$ cat config.mk
export PLATFORM = sky130hd
export DESIGN_NAME = encoder_onehot_reg_flat
export DESIGN_NICKNAME = d
export VERILOG_FILES = /design/src/rtl/encoder_onehot_reg_if.sv /design/src/rtl/encoder_onehot_reg.sv /design/src/flat_wrapper.sv
export SDC_FILE = /design/constraint.sdc
export NUM_CORES = 1
export LEC_CHECK = 0
export CAP_MARGIN = 20
export CORE_MARGIN = 3
export CORE_UTILIZATION = 47
export CTS_CLUSTER_SIZE = 10
export DETAILED_ROUTE_END_ITERATION = 6
export PLACE_DENSITY_LB_ADDON = 0.3
export SLEW_MARGIN = 20
export SYNTH_ARGS = -nofsm -noshare
export SYNTH_HDL_FRONTEND = slang
export SYNTH_SLANG_ARGS = --single-unit
$ cat constraint.sdc
create_clock -name clk -period 6.3 [get_ports clk]
set_clock_uncertainty 0.2 [all_clocks]
set_input_delay 1.26 -clock clk [delete_from_list [all_inputs] [get_ports clk]]
set_output_delay 1.26 -clock clk [all_outputs]
set_load 0.02 [all_outputs]
$ cat src/rtl/encoder_onehot_reg_if.sv
// Handshake bundle for the registered one-hot encoder.
// master: producer/consumer side (drives onehot, in_valid, out_ready).
// slave : the encoder itself.
interface encoder_onehot_reg_if #(
    parameter int N  = 32,
    parameter int W  = $clog2(N),
    parameter int CW = 8
);
    logic          in_valid;
    logic          in_ready;
    logic [N-1:0]  onehot;
    logic          out_valid;
    logic          out_ready;
    logic [W-1:0]  index;
    logic          err;
    logic [CW-1:0] err_count;

    modport master (
        output in_valid, onehot, out_ready,
        input  in_ready, out_valid, index, err, err_count
    );

    modport slave (
        input  in_valid, onehot, out_ready,
        output in_ready, out_valid, index, err, err_count
    );
endinterface

$ cat src/rtl/encoder_onehot_reg.sv
// Registered one-hot to binary encoder with valid/ready on both sides.
// Non-one-hot inputs (zero or multiple bits) set err and bump a
// saturating error counter. Multi-bit inputs encode to the lowest set
// bit, or to the highest set bit when ENC_HIGH_PRIORITY_EN is defined.
// Single output register with pass-through backpressure: one result per
// cycle, replaced in place when the consumer drains and a new input
// arrives on the same edge.
module encoder_onehot_reg #(
    parameter int N  = 32,
    parameter int W  = $clog2(N),
    parameter int CW = 8
) (
    input  logic               clk,
    input  logic               reset_n,
    encoder_onehot_reg_if.slave bus
);
    localparam logic [CW-1:0] CNT_MAX = {CW{1'b1}};

    logic          vld_q;
    logic [W-1:0]  idx_q,  idx_d;
    logic          err_q,  err_d;
    logic [CW-1:0] cnt_q,  cnt_d;

    logic          acc;
    logic          zero_in;
    logic          multi_in;

    // Output register is free when empty or being drained this cycle.
    assign bus.in_ready = !vld_q || bus.out_ready;
    assign acc          = bus.in_valid && bus.in_ready;

    // A vector is legal only if nonzero and clearing its lowest set bit
    // leaves nothing behind.
    assign zero_in  = ~|bus.onehot;
    assign multi_in = |(bus.onehot & (bus.onehot - N'(1)));
    assign err_d    = zero_in || multi_in;

    // Priority encode; the loop direction picks which set bit wins
    // (the last assignment in loop order takes effect).
    always_comb begin
        idx_d = '0;
`ifdef ENC_HIGH_PRIORITY_EN
        for (int i = 0; i < N; i++) begin
            if (bus.onehot[i]) idx_d = W'(i);
        end
`else
        for (int i = N - 1; i >= 0; i--) begin
            if (bus.onehot[i]) idx_d = W'(i);
        end
`endif
    end

    // Error counter counts accepted illegal inputs and sticks at max.
    always_comb begin
        cnt_d = cnt_q;
        if (acc && err_d && (cnt_q != CNT_MAX)) cnt_d = cnt_q + CW'(1);
    end

    // Output stage: load on accept, drop valid on drain, otherwise hold.
    always_ff @(posedge clk) begin
        if (!reset_n) begin
            vld_q <= 1'b0;
            idx_q <= '0;
            err_q <= 1'b0;
            cnt_q <= '0;
        end else begin
            cnt_q <= cnt_d;
            if (acc) begin
                vld_q <= 1'b1;
                idx_q <= idx_d;
                err_q <= err_d;
            end else if (vld_q && bus.out_ready) begin
                vld_q <= 1'b0;
            end
        end
    end

    assign bus.out_valid = vld_q;
    assign bus.index     = idx_q;
    assign bus.err       = err_q;
    assign bus.err_count = cnt_q;
endmodule

$ cat src/flat_wrapper.sv
// flat-port wrapper written by rule: the top's interface ports become plain ports
module encoder_onehot_reg_flat 
#(
    parameter int N  = 32,
    parameter int W  = $clog2(N),
    parameter int CW = 8
)
  (clk, reset_n, bus_in_valid, bus_onehot, bus_out_ready, bus_in_ready, bus_out_valid, bus_index, bus_err, bus_err_count);
  encoder_onehot_reg_if #(.N(N), .W(W), .CW(CW)) bus_i ();
  input  logic clk;
  input  logic reset_n;
  input wire logic [$bits(bus_i.in_valid)-1:0] bus_in_valid;
  input wire logic [$bits(bus_i.onehot)-1:0] bus_onehot;
  input wire logic [$bits(bus_i.out_ready)-1:0] bus_out_ready;
  output wire logic [$bits(bus_i.in_ready)-1:0] bus_in_ready;
  output wire logic [$bits(bus_i.out_valid)-1:0] bus_out_valid;
  output wire logic [$bits(bus_i.index)-1:0] bus_index;
  output wire logic [$bits(bus_i.err)-1:0] bus_err;
  output wire logic [$bits(bus_i.err_count)-1:0] bus_err_count;
  assign bus_i.in_valid = bus_in_valid;
  assign bus_i.onehot = bus_onehot;
  assign bus_i.out_ready = bus_out_ready;
  assign bus_in_ready = bus_i.in_ready;
  assign bus_out_valid = bus_i.out_valid;
  assign bus_index = bus_i.index;
  assign bus_err = bus_i.err;
  assign bus_err_count = bus_i.err_count;
  encoder_onehot_reg #(.N(N), .W(W), .CW(CW)) u_core (.clk(clk), .reset_n(reset_n), .bus(bus_i));
endmodule
# After elaboration in Yosys (flattened, before gate mapping)
# Index checks and enable logic that the tools add are counted.
# totals
register_bits	15
# classes
addsub	2
reduce_logical	11
eq_ne	1
bitwise	1
muxes	34
# op_table
cell	n
5-bit 2-to-1 mux	32
32-bit OR reduction	2
32-bit bitwise AND	1
32-bit by 1-bit subtractor with 32-bit output (second input constant)	1
8-bit by 1-bit adder with 8-bit output (second input constant)	1
8-bit != test (second input constant)	1
1-bit logical AND	4
1-bit logical NOT	2
1-bit logical OR	2
1-bit 2-to-1 mux	2
2-bit nonzero test	1

# Logic depth before layout (Yosys ltp)
# logic_depth
ltp_word	32
ltp_mapped	10

# Least setup slack after synthesis
# Ideal clock, no wire load.
# synth_timing
path_kind	input -> register
from	input port bus_onehot[7]
to	register u_core.cnt_q[6] (netlist: u_core.bus.err_count[6])
setup_time_ps	119
arrival_ps	3711
required_time_ps	5981
stages	10
path_slack_ps	2270
path_cell_list	or4_1 -> or4_1 -> buf_4 -> nor4b_2 -> o22ai_1 -> nor4_1 -> and4b_1 -> buf_6 -> nor3_1 -> o221a_1
# synth_between
elab_chain_len	6
word_cells_on_any_way	8
cone_classes	add/sub (1); bitwise (1); reduce/logical (6)
# synth_rtl
element	line	source
from (decl)	flat_wrapper.sv:13	input wire logic [$bits(bus_i.onehot)-1:0] bus_onehot;
32-bit by 1-bit subtractor with 32-bit output	encoder_onehot_reg.sv:35	assign multi_in = |(bus.onehot & (bus.onehot - N'(1)));
32-bit bitwise AND	encoder_onehot_reg.sv:35	
32-bit OR reduction	encoder_onehot_reg.sv:35	
1-bit logical OR (*)	encoder_onehot_reg.sv:36	assign err_d = zero_in || multi_in;
1-bit logical AND (*) (2 in series)	encoder_onehot_reg.sv:56	if (acc && err_d && (cnt_q != CNT_MAX)) cnt_d = cnt_q + CW'(1);
to (signal assigned)	encoder_onehot_reg.sv:67	cnt_q <= cnt_d;
to (decl)	encoder_onehot_reg.sv:22	logic [CW-1:0] cnt_q, cnt_d;
# Mark *: on every way between the ends. The rest lies on a longest branch, timed or not.
# A chain may end at the register's enable or synchronous reset.

# Final worst setup path
# layout_timing
from	input port bus_onehot[3]
to	register u_core.cnt_q[6] (netlist: u_core.bus.err_count[6])
# The elaborated chain is that of the path after synthesis.

==> results.toml <==
[run_status]
status = "completed"

[layout]
drive_gt1_frac = 0.0453
multiInputGateArea_um2 = 995
final_cells = 273
num-fill-cells = 214
final_cell_mix = "clkdlybuf4s50_1 (51), nand2_1 (23), nor2_1 (23), dfxtp_1 (15), a21oi_1 (14)"
antenna_cells = 0
syn_to_final_growth_pct = 39.8
fin_util = 0.729
mostFrequentLayoutCell = "clkdlybuf4s50_1"
seq_area_um2 = 300
fin_area_um2 = 1900
fin_nets = 281

[floorplan]
die-area_um2 = 3580
initial_core_util = 0.522
die_x_um = 59.8
core_um2 = 2610
die-height_um = 59.8
io_pins = 52
std_cell_rows = 18

[timing]
fin_hold_ws_ns = 0.271
layout_worst_path_cycle_share = 0.738
worst_pin_slew_ns = 0.766
grt_setup_unrepaired = "false"
min_period_ns = 4.65
slew_headroom = 0.488
finalHoldViolCount = 0
tns_ns = 0
finalSetupViolCount = 0
drv_slew = 0
clock.fmax_ghz = 0.215

[critical_path]
crit_fanout = 9
crit_type = "input pin to register"
critPathSlowestCell = "or4_1"
cp_slowest_stage_delay_ns = 0.72
arrival_ns = 4.63
crit_path_end_kind = "register"
start_kind = "input pin"
path_cells = "clkdlybuf4s50_1, or4_4, or4_1, nor4b_2, o22ai_1, nor4_1, and4b_1, nor3_1, o221a_1"
cp.required_ns = 6.28

[route]
vias = 1635
drc = 0
ant_nets = 0
vias_per_cell = 5.99
wire_per_inst_um = 12.8
drt_wl_total_um = 3490
first_pass_iters = 4
drtIter0Drc = 92

[power]
p_per_area_nw_per_um2 = 120
comb_power_share = 0.323
netSwitchingPower_uw = 69.2
p_int_uw = 159
max-vdd-ir-drop_mv = 0.145
p_sw_frac = 0.303
cellLeakagePower_nw = 0.635
power_frac_seq = 0.439
clockPowerShare = 0.238

[clock_network]
cts_buffer_depth = 2
cts_hold_buf = 0
cts.clk_slew.worst_paths_ns = 0.09
clockRootBuffer = "clkbuf_4"
post_cts.repair.setup_buffers = 0
clock_latency_ns = 0.28
clock-sinks = 15
cts_tree = "yes"
cts_resized = 0
htreeDepth = 1
cts_made_buffers = 3

[synth]
syn_nets = 231
ys_ff_latch = 15
synth.distinct_cells = 44
synth_warnings = 0
synth_area_per_cell_um2 = 7.02
ys.flop_type = "dfxtp_1"
seq_area_frac_synth = 0.220
syn-cell-area_um2 = 1360
async_reset_ff_frac = 0
synth_edf_count = 0
synth_cells = 194

[placement]
placed_area_um2 = 1880
globalplace.congestion = 0.900
placedCellCount = 269
hpwl_um = 2840
numPortBuffers = 51

[global_route]
grt_pass1_wl_um = 5620
first_global_vias = 1370
grt_max_degree = 24
grt-ovfl-total = 0
gr-usage-all-layers = 0.194
grt_antenna_before_repair = 0

[flow_run]
drv_cap = 0

[worst_hold_path]
hold_class = "register to register"
cells by family (layout without fill, tap and decap cells):
family          count (synthesis)  after routing  synth area share
buf+inv                        15             64            0.0496
compound gates                 54             54             0.261
flops                          15             15             0.220
fa+ha+maj                       3              3            0.0239
mux                             8              8            0.0588
simple gates                   99             99             0.387
routing by layer:
metal / share of wire / GRT usage
met1: 0.47 / 0.270
met2: 0.47 / 0.326
met3: 0.052 / 0.0151
met5: 0 / 0
met4: 0.0049 / 0.0411
critical path, delay by kind of cell:
family                 cells  cell delay, ns
buffers and inverters      1            0.51
and+or+nand+nor            6            2.49
AOI/OAI and AO/OA          2            0.35
path summary, 6_finish.rpt:
path	from	endpoint	slack (ns)	cells past startpoint
max	bus_onehot[3]	u_core.bus.err_count[6]$_SDFFE_PN0P_	1.65	9
max reg2reg	u_core.bus.out_valid$_SDFFE_PN0P_	u_core.bus.err_count[5]$_SDFFE_PN0P_	4.53	5
min reg2reg	u_core.bus.index[2]$_SDFFE_PN0P_	u_core.bus.index[2]$_SDFFE_PN0P_	0.27	2
min	u_core.bus.index[2]$_SDFFE_PN0P_	u_core.bus.index[2]$_SDFFE_PN0P_	0.27	2
Yosys cell counts (3+ instances only):
cell type,count,share of area
nand2_1,23,0.063
nor2_1,23,0.063
dfxtp_1,15,0.22
a21oi_1,14,0.051
nor3_1,12,0.044
nor4_1,11,0.051
o21ai_0,11,0.040
inv_1,9,0.025
mux2i_1,8,0.059
nand2b_1,7,0.032
a211oi_1,5,0.028
or4_1,5,0.028
a21boi_0,4,0.022
clkbuf_1,4,0.011
nand4_1,3,0.014
o211ai_1,3,0.017
per-stage QoR:
stage	total power, mW	setup WS [ns]
after global placement	0.175	1.46
final	0.228	1.65
after global routing	0.241	1.50
after CTS	0.230	1.70
after detailed placement	0.176	1.39
after floorplan	0.132	2.27
cell type report:
type                       instances  area share
multi-input combinational        164       0.522
timing repair buffer              51       0.268
sequential                        15       0.158
tap                               30      0.0197
inverter                           9      0.0177
clock buffer                       3      0.0118
clock inverter                     1     0.00263
power by group through the flow:
| stage | combinational (mW) | sequential [mW] | clock, mW |
|---|---|---|---|
| after floorplan | 0.0263 | 0.106 | 0 |
| after global placement | 0.0728 | 0.102 | 0 |
| after detailed placement | 0.0734 | 0.102 | 0 |
| after CTS | 0.0735 | 0.100 | 0.0564 |
| after global routing | 0.0804 | 0.101 | 0.0602 |
| final | 0.0737 | 0.100 | 0.0542 |
registers in the layout, indices dropped and copies added (netlist names):
signal	cells
u_core.bus.err_count	8
u_core.bus.index	5
u_core.bus.err	1
u_core.bus.out_valid	1
Note: power is estimated with default switching activity, not from simulation.
